--- src/rtl/sound_arbiter.sv ---
// Grants the shared Sound engine to one of NUM_REQ note requesters (index 0 highest priority),
// latches that requester's note fields, and sequences start / play / silent gap with a watchdog.
module sound_arbiter #(
    parameter int NUM_REQ        = 3,
    parameter int OCTAVE_BITS    = 3,
    parameter int NOTE_BITS      = 4,
    parameter int LENGTH_BITS    = 4,
    parameter int GAP_CYCLES     = 100000,
    parameter int TIMEOUT_CYCLES = 2**27,
    parameter int PREEMPT        = 1
) (
    input  logic                             clk,
    input  logic                             rst,
    input  logic [NUM_REQ-1:0]               req,
    input  logic [NUM_REQ*OCTAVE_BITS-1:0]   req_octave,
    input  logic [NUM_REQ*NOTE_BITS-1:0]     req_note,
    input  logic [NUM_REQ*LENGTH_BITS-1:0]   req_length,
    output logic [NUM_REQ-1:0]               grant,
    output logic [NUM_REQ-1:0]               done,
    output logic [NUM_REQ-1:0]               aborted,
    output logic                             busy,
    output logic [$clog2(NUM_REQ)-1:0]       owner,
    output logic                             timeout_err,
    output logic                             snd_start,
    output logic                             snd_abort,
    output logic [OCTAVE_BITS-1:0]           snd_octave,
    output logic [NOTE_BITS-1:0]             snd_note,
    output logic [LENGTH_BITS-1:0]           snd_length,
    input  logic                             snd_over
);

    localparam int OW = $clog2(NUM_REQ);
    localparam int GW = $clog2(GAP_CYCLES) + 1;
    localparam int TW = $clog2(TIMEOUT_CYCLES) + 1;

    typedef enum logic [1:0] {S_IDLE, S_START, S_PLAY, S_GAP} state_t;

    state_t                 state, state_d;
    logic [TW-1:0]          wdog, wdog_d;
    logic [GW-1:0]          gap_cnt, gap_d;
    logic [NUM_REQ-1:0]     grant_d, done_d, aborted_d;
    logic                   start_d, abort_d, terr_d, leave;
    logic [OW-1:0]          owner_d;
    logic [OCTAVE_BITS-1:0] oct_d;
    logic [NOTE_BITS-1:0]   note_d;
    logic [LENGTH_BITS-1:0] len_d;
    logic                   found, higher;
    int unsigned            pick_i;

    always_comb begin
        found  = 1'b0;
        pick_i = 0;
        higher = 1'b0;
        for (int unsigned i = 0; i < NUM_REQ; i++) begin
            if (req[i] && !found) begin
                found  = 1'b1;
                pick_i = i;
            end
            if (req[i] && (OW'(i) < owner))
                higher = 1'b1;
        end
    end

    always_comb begin
        state_d   = state;
        wdog_d    = wdog;
        gap_d     = gap_cnt;
        grant_d   = '0;
        done_d    = '0;
        aborted_d = '0;
        start_d   = 1'b0;
        abort_d   = 1'b0;
        terr_d    = timeout_err;
        owner_d   = owner;
        oct_d     = snd_octave;
        note_d    = snd_note;
        len_d     = snd_length;
        leave     = 1'b0;
        case (state)
            S_IDLE: begin
                if (found) begin
                    grant_d = NUM_REQ'(1) << pick_i;
                    owner_d = OW'(pick_i);
                    oct_d   = req_octave[pick_i*OCTAVE_BITS +: OCTAVE_BITS];
                    note_d  = req_note[pick_i*NOTE_BITS +: NOTE_BITS];
                    len_d   = req_length[pick_i*LENGTH_BITS +: LENGTH_BITS];
                    state_d = S_START;
                end
            end
            S_START: begin
                start_d = 1'b1;
                wdog_d  = '0;
                state_d = S_PLAY;
            end
            S_PLAY: begin
                wdog_d = wdog + TW'(1);
                // wdog==0 marks the first PLAY cycle, where a stale snd_over must be ignored
                if (wdog != '0) begin
                    if (snd_over) begin
                        done_d = NUM_REQ'(1) << owner;
                        leave  = 1'b1;
                    end else if ((PREEMPT != 0) && higher) begin
                        aborted_d = NUM_REQ'(1) << owner;
                        abort_d   = 1'b1;
                        leave     = 1'b1;
                    end else if (wdog == TW'(TIMEOUT_CYCLES - 1)) begin
                        aborted_d = NUM_REQ'(1) << owner;
                        abort_d   = 1'b1;
                        terr_d    = 1'b1;
                        leave     = 1'b1;
                    end
                end
                if (leave) begin
                    if (GAP_CYCLES == 0) begin
                        state_d = S_IDLE;
                    end else begin
                        state_d = S_GAP;
                        gap_d   = '0;
                    end
                end
            end
            S_GAP: begin
                if (gap_cnt == GW'(GAP_CYCLES - 1))
                    state_d = S_IDLE;
                else
                    gap_d = gap_cnt + GW'(1);
            end
            default: state_d = S_IDLE;
        endcase
    end

    always_ff @(posedge clk) begin
        if (rst) begin
            state       <= S_IDLE;
            wdog        <= '0;
            gap_cnt     <= '0;
            grant       <= '0;
            done        <= '0;
            aborted     <= '0;
            busy        <= 1'b0;
            owner       <= '0;
            timeout_err <= 1'b0;
            snd_start   <= 1'b0;
            snd_abort   <= 1'b0;
            snd_octave  <= '0;
            snd_note    <= '0;
            snd_length  <= '0;
        end else begin
            state       <= state_d;
            wdog        <= wdog_d;
            gap_cnt     <= gap_d;
            grant       <= grant_d;
            done        <= done_d;
            aborted     <= aborted_d;
            busy        <= (state_d != S_IDLE);
            owner       <= owner_d;
            timeout_err <= terr_d;
            snd_start   <= start_d;
            snd_abort   <= abort_d;
            snd_octave  <= oct_d;
            snd_note    <= note_d;
            snd_length  <= len_d;
        end
    end

endmodule

--- config.mk ---
export PLATFORM = sky130hd
export DESIGN_NAME = sound_arbiter
export DESIGN_NICKNAME = d
export VERILOG_FILES = /design/src/rtl/sound_arbiter.sv
export SDC_FILE = /design/constraint.sdc
export NUM_CORES = 1
export LEC_CHECK = 0
export CORE_MARGIN = 3
export CORE_UTILIZATION = 29
export CTS_BUF_LIST = sky130_fd_sc_hd__clkbuf_4 sky130_fd_sc_hd__clkbuf_8
export DETAILED_ROUTE_END_ITERATION = 7
export GPL_ROUTABILITY_DRIVEN = 0
export GPL_TIMING_DRIVEN = 0
export HOLD_SLACK_MARGIN = 0.06
export PLACE_DENSITY_LB_ADDON = 0.05
export SLEW_MARGIN = 40
export SYNTH_ARGS = -nofsm -noshare
export SYNTH_HDL_FRONTEND = slang
export SYNTH_SLANG_ARGS = --single-unit
export TNS_END_PERCENT = 20
--- constraint.sdc ---
create_clock -name clk -period 5.1 [get_ports clk]
set_clock_uncertainty 0.15 [all_clocks]
set_input_delay 0.765 -clock clk [delete_from_list [all_inputs] [get_ports clk]]
set_output_delay 0.765 -clock clk [all_outputs]
set_load 0.01 [all_outputs]
==> impl_results.md <==
* Outcome: finished clean
* Site row count at 40
* I/O pins at 65
* Detailed Place HPWL at 7.48 mm
* # hold bufs at CTS at 0
* Die span in y at 120 um
* Area Growth Syn to Fin at 27.4%
* Syn Std Cell Area at 3740 um2
* DRT Pass-1 Iters at 4
* Worst-case reg-to-reg path depth at 9
* CTS resizes at 0
* Fin. max-slew vios at 0
* WHS at 0.346 ns
* Number of flops mapped to enable cells by yosys at 0
* Worst EP arrival at 3.72 ns
* N_diodes at 0
* Critical path fanouts, max at 10
* Startpoint Class: input pin
* Die width at 120 um
* Max-Cap Viols at 0
* Wire per inst at 14.9 um
* WL final at 10.2 mm
* RSZ-0062 raised after global routing: no
* Register area share after synthesis at 39.6%
* Top cell type's share of synthesized area at 39.6%
* Grt total ovfl at 0
* CTS sink count at 74
* Period Utilization, post-route at 70.0%
* Initial DRC count at 150
* Area contributors post-synth: dfxtp_1 40%, nor2_1 5.3%, a21oi_1 4.6%
* Mean post-synth cell area at 8.56 um2
* Top FF cell, synth: dfxtp_1
* TritonCTS clock tree: done
* Synth Instances at 437
* Setup slack after layout at 1.53 ns
* Slew margin rel. at 60.3%
* Post-synth top area cell: dfxtp_1
* Share of cells above drive strength 1 at 6.96%
* Pin count of the biggest net entering global routing at 13
* Vias/cell at 5.02
* Period minus WS final at 3.57 ns
* Core Box Area at 12300 um2
* DP Worst Slack at 1.15 ns
* Leakage at 0.00165 uW
* Hold WC Path Type: register to register
* Worst path required time at 5.25 ns
* Ys async rst share at 0%
* Routed Antenna Nets at 0
* Final setup vio count at 0
* Nets at 560
* Worst-path clk slew at 0.08 ns
* Setup TNS at 0 ns
* Most frequent cell after synthesis: dfxtp_1
* Worst setup EP type: register
* Most instantiated cells after synthesis: 74 x dfxtp_1, 53 x nor2_1, 34 x a21oi_1
* Synth warn at 0
* Num CTS Buffers at 9
* First-pass GRT wire length at 17.3 mm
* #FFs+latches synth at 74
* Synth Net Count at 485
* Initial Util at 30.4%
* Initial antenna violation count at 0
* Fmax at 280 MHz
* Power per cell area at 251 nW/um2
* Final Hold Fails at 0
* H-tree lvl count at 3
* GRT Util Overall at 15.1%
* Slew at the pin closest to its max-slew limit at 0.591 ns
* Root Driver: clkbuf_8
* Tot Pwr at 1190 uW
* Post-CTS setup buffers at 0
* Synth cell types at 53
* Worst Hold Path Cells at 2
* Clk buf depth at 2
* Peak VDD IR at 132 uV
* IO buf count at 64
* DRC viols at 0
* Crit Path Category: input pin to register
* Via count at 3436
* Clock Latency Late Sink at 0.37 ns
* DIE AREA at 14300 um2
* Number of global-route vias before repair at 3399
## final cells by class
cell class,count,area (um2)
fillers,1304,7550
multi-input cells,328,2110
flip-flops and latches,74,1480
repair buffers,64,641
well taps,168,210
clock buffers,11,145
plain buffers,21,92.6
inverters,14,52.6
clock inverters,5,30.0
## final timing paths
path | start | to | slack (ns)
max | req[0] | snd_octave[2] | 1.53
min | snd_note[1] | snd_note[1] | 0.35
max reg2reg | state[0] | wdog[26] | 2.20
min reg2reg | snd_note[1] | snd_note[1] | 0.35
## state kept, by name, summed over array words and instances (netlist names)
name / flops
aborted: 3
snd_octave: 3
busy: 1
gap_cnt: 18
done: 3
grant: 3
snd_note: 4
timeout_err: 1
wdog: 28
owner: 2
state: 2
snd_start: 1
snd_length: 4
snd_abort: 1
## critical path: stages
cell	delay (ns)
clkdlybuf4s50_1	0.52
nor2_1	0.05
nand2_1	0.26
clkbuf_1	0.44
inv_1	0.14
ha_1	0.30
clkbuf_1	0.28
mux4_2	0.56
nor3_1	0.23
a21oi_1	0.07
nor2_1	0.10
## kinds of logic after synthesis
group | count (synthesis) | share of synthesized area (%)
simple gates | 190 | 27.0
compound gates | 87 | 14.7
flops | 74 | 39.6
buf+inv | 35 | 3.88
xor+xnor | 23 | 5.39
mux | 19 | 6.46
fa+ha+maj | 9 | 3.01
## report_power, final
part	switching, uW	leakage [uW]	internal, uW
registers	9.05	0.000600	593
clock network	231	0.0000885	193
logic	82.6	0.000963	86.8
total	322	0.00165	872
## cell usage in the layout, fill, tap and decap left out, types with 3 or more instances in the layout
| cell type | synthesis | routed |
|---|---|---|
| a211oi_1 | 9 | 9 |
| a21o_1 | 3 | 3 |
| a21oi_1 | 34 | 34 |
| a31oi_1 | 6 | 6 |
| and2_1 | 3 | 3 |
| and3_1 | 6 | 6 |
| and4_1 | 3 | 3 |
| buf_2 | 5 | 5 |
| clkbuf_1 | 14 | 14 |
| clkbuf_8 | 0 | 10 |
| clkdlybuf4s50_1 | 0 | 64 |
| clkinv_2 | 0 | 3 |
| dfxtp_1 | 74 | 74 |
| ha_1 | 9 | 9 |
| inv_1 | 14 | 14 |
| mux2i_1 | 14 | 14 |
| mux4_2 | 4 | 4 |
| nand2_1 | 28 | 28 |
| nand3_1 | 16 | 16 |
| nand4_1 | 15 | 15 |
| nor2_1 | 53 | 53 |
| nor2b_1 | 3 | 3 |
| nor3_1 | 14 | 14 |
| nor3b_1 | 4 | 4 |
| nor4_1 | 8 | 8 |
| o21ai_0 | 10 | 10 |
| o21ai_1 | 3 | 3 |
| o31ai_1 | 9 | 9 |
| or3_1 | 10 | 10 |
| or4_1 | 13 | 13 |
| xnor2_1 | 4 | 4 |
| xor2_1 | 19 | 19 |
## metrics by stage
step	instance area, um2	util, %	std cells
after global placement	4590	37.3	669
after global routing	4770	38.7	685
after CTS	4770	38.7	685
after floorplan	3740	-	437
after detailed placement	4590	37.3	669
final	4770	38.7	685
## routing by layer
layer  part of all wire (%)  global-route usage (%)  vias to the layer above
met4                    1.0                    3.87                        0
met3                    7.7                    7.16                        9
li1                       -                       -                     1747
met1                     48                    19.5                     1601
met5                      0                       0                        -
met2                     44                    22.9                       79
(Power assumes the default switching activity.)
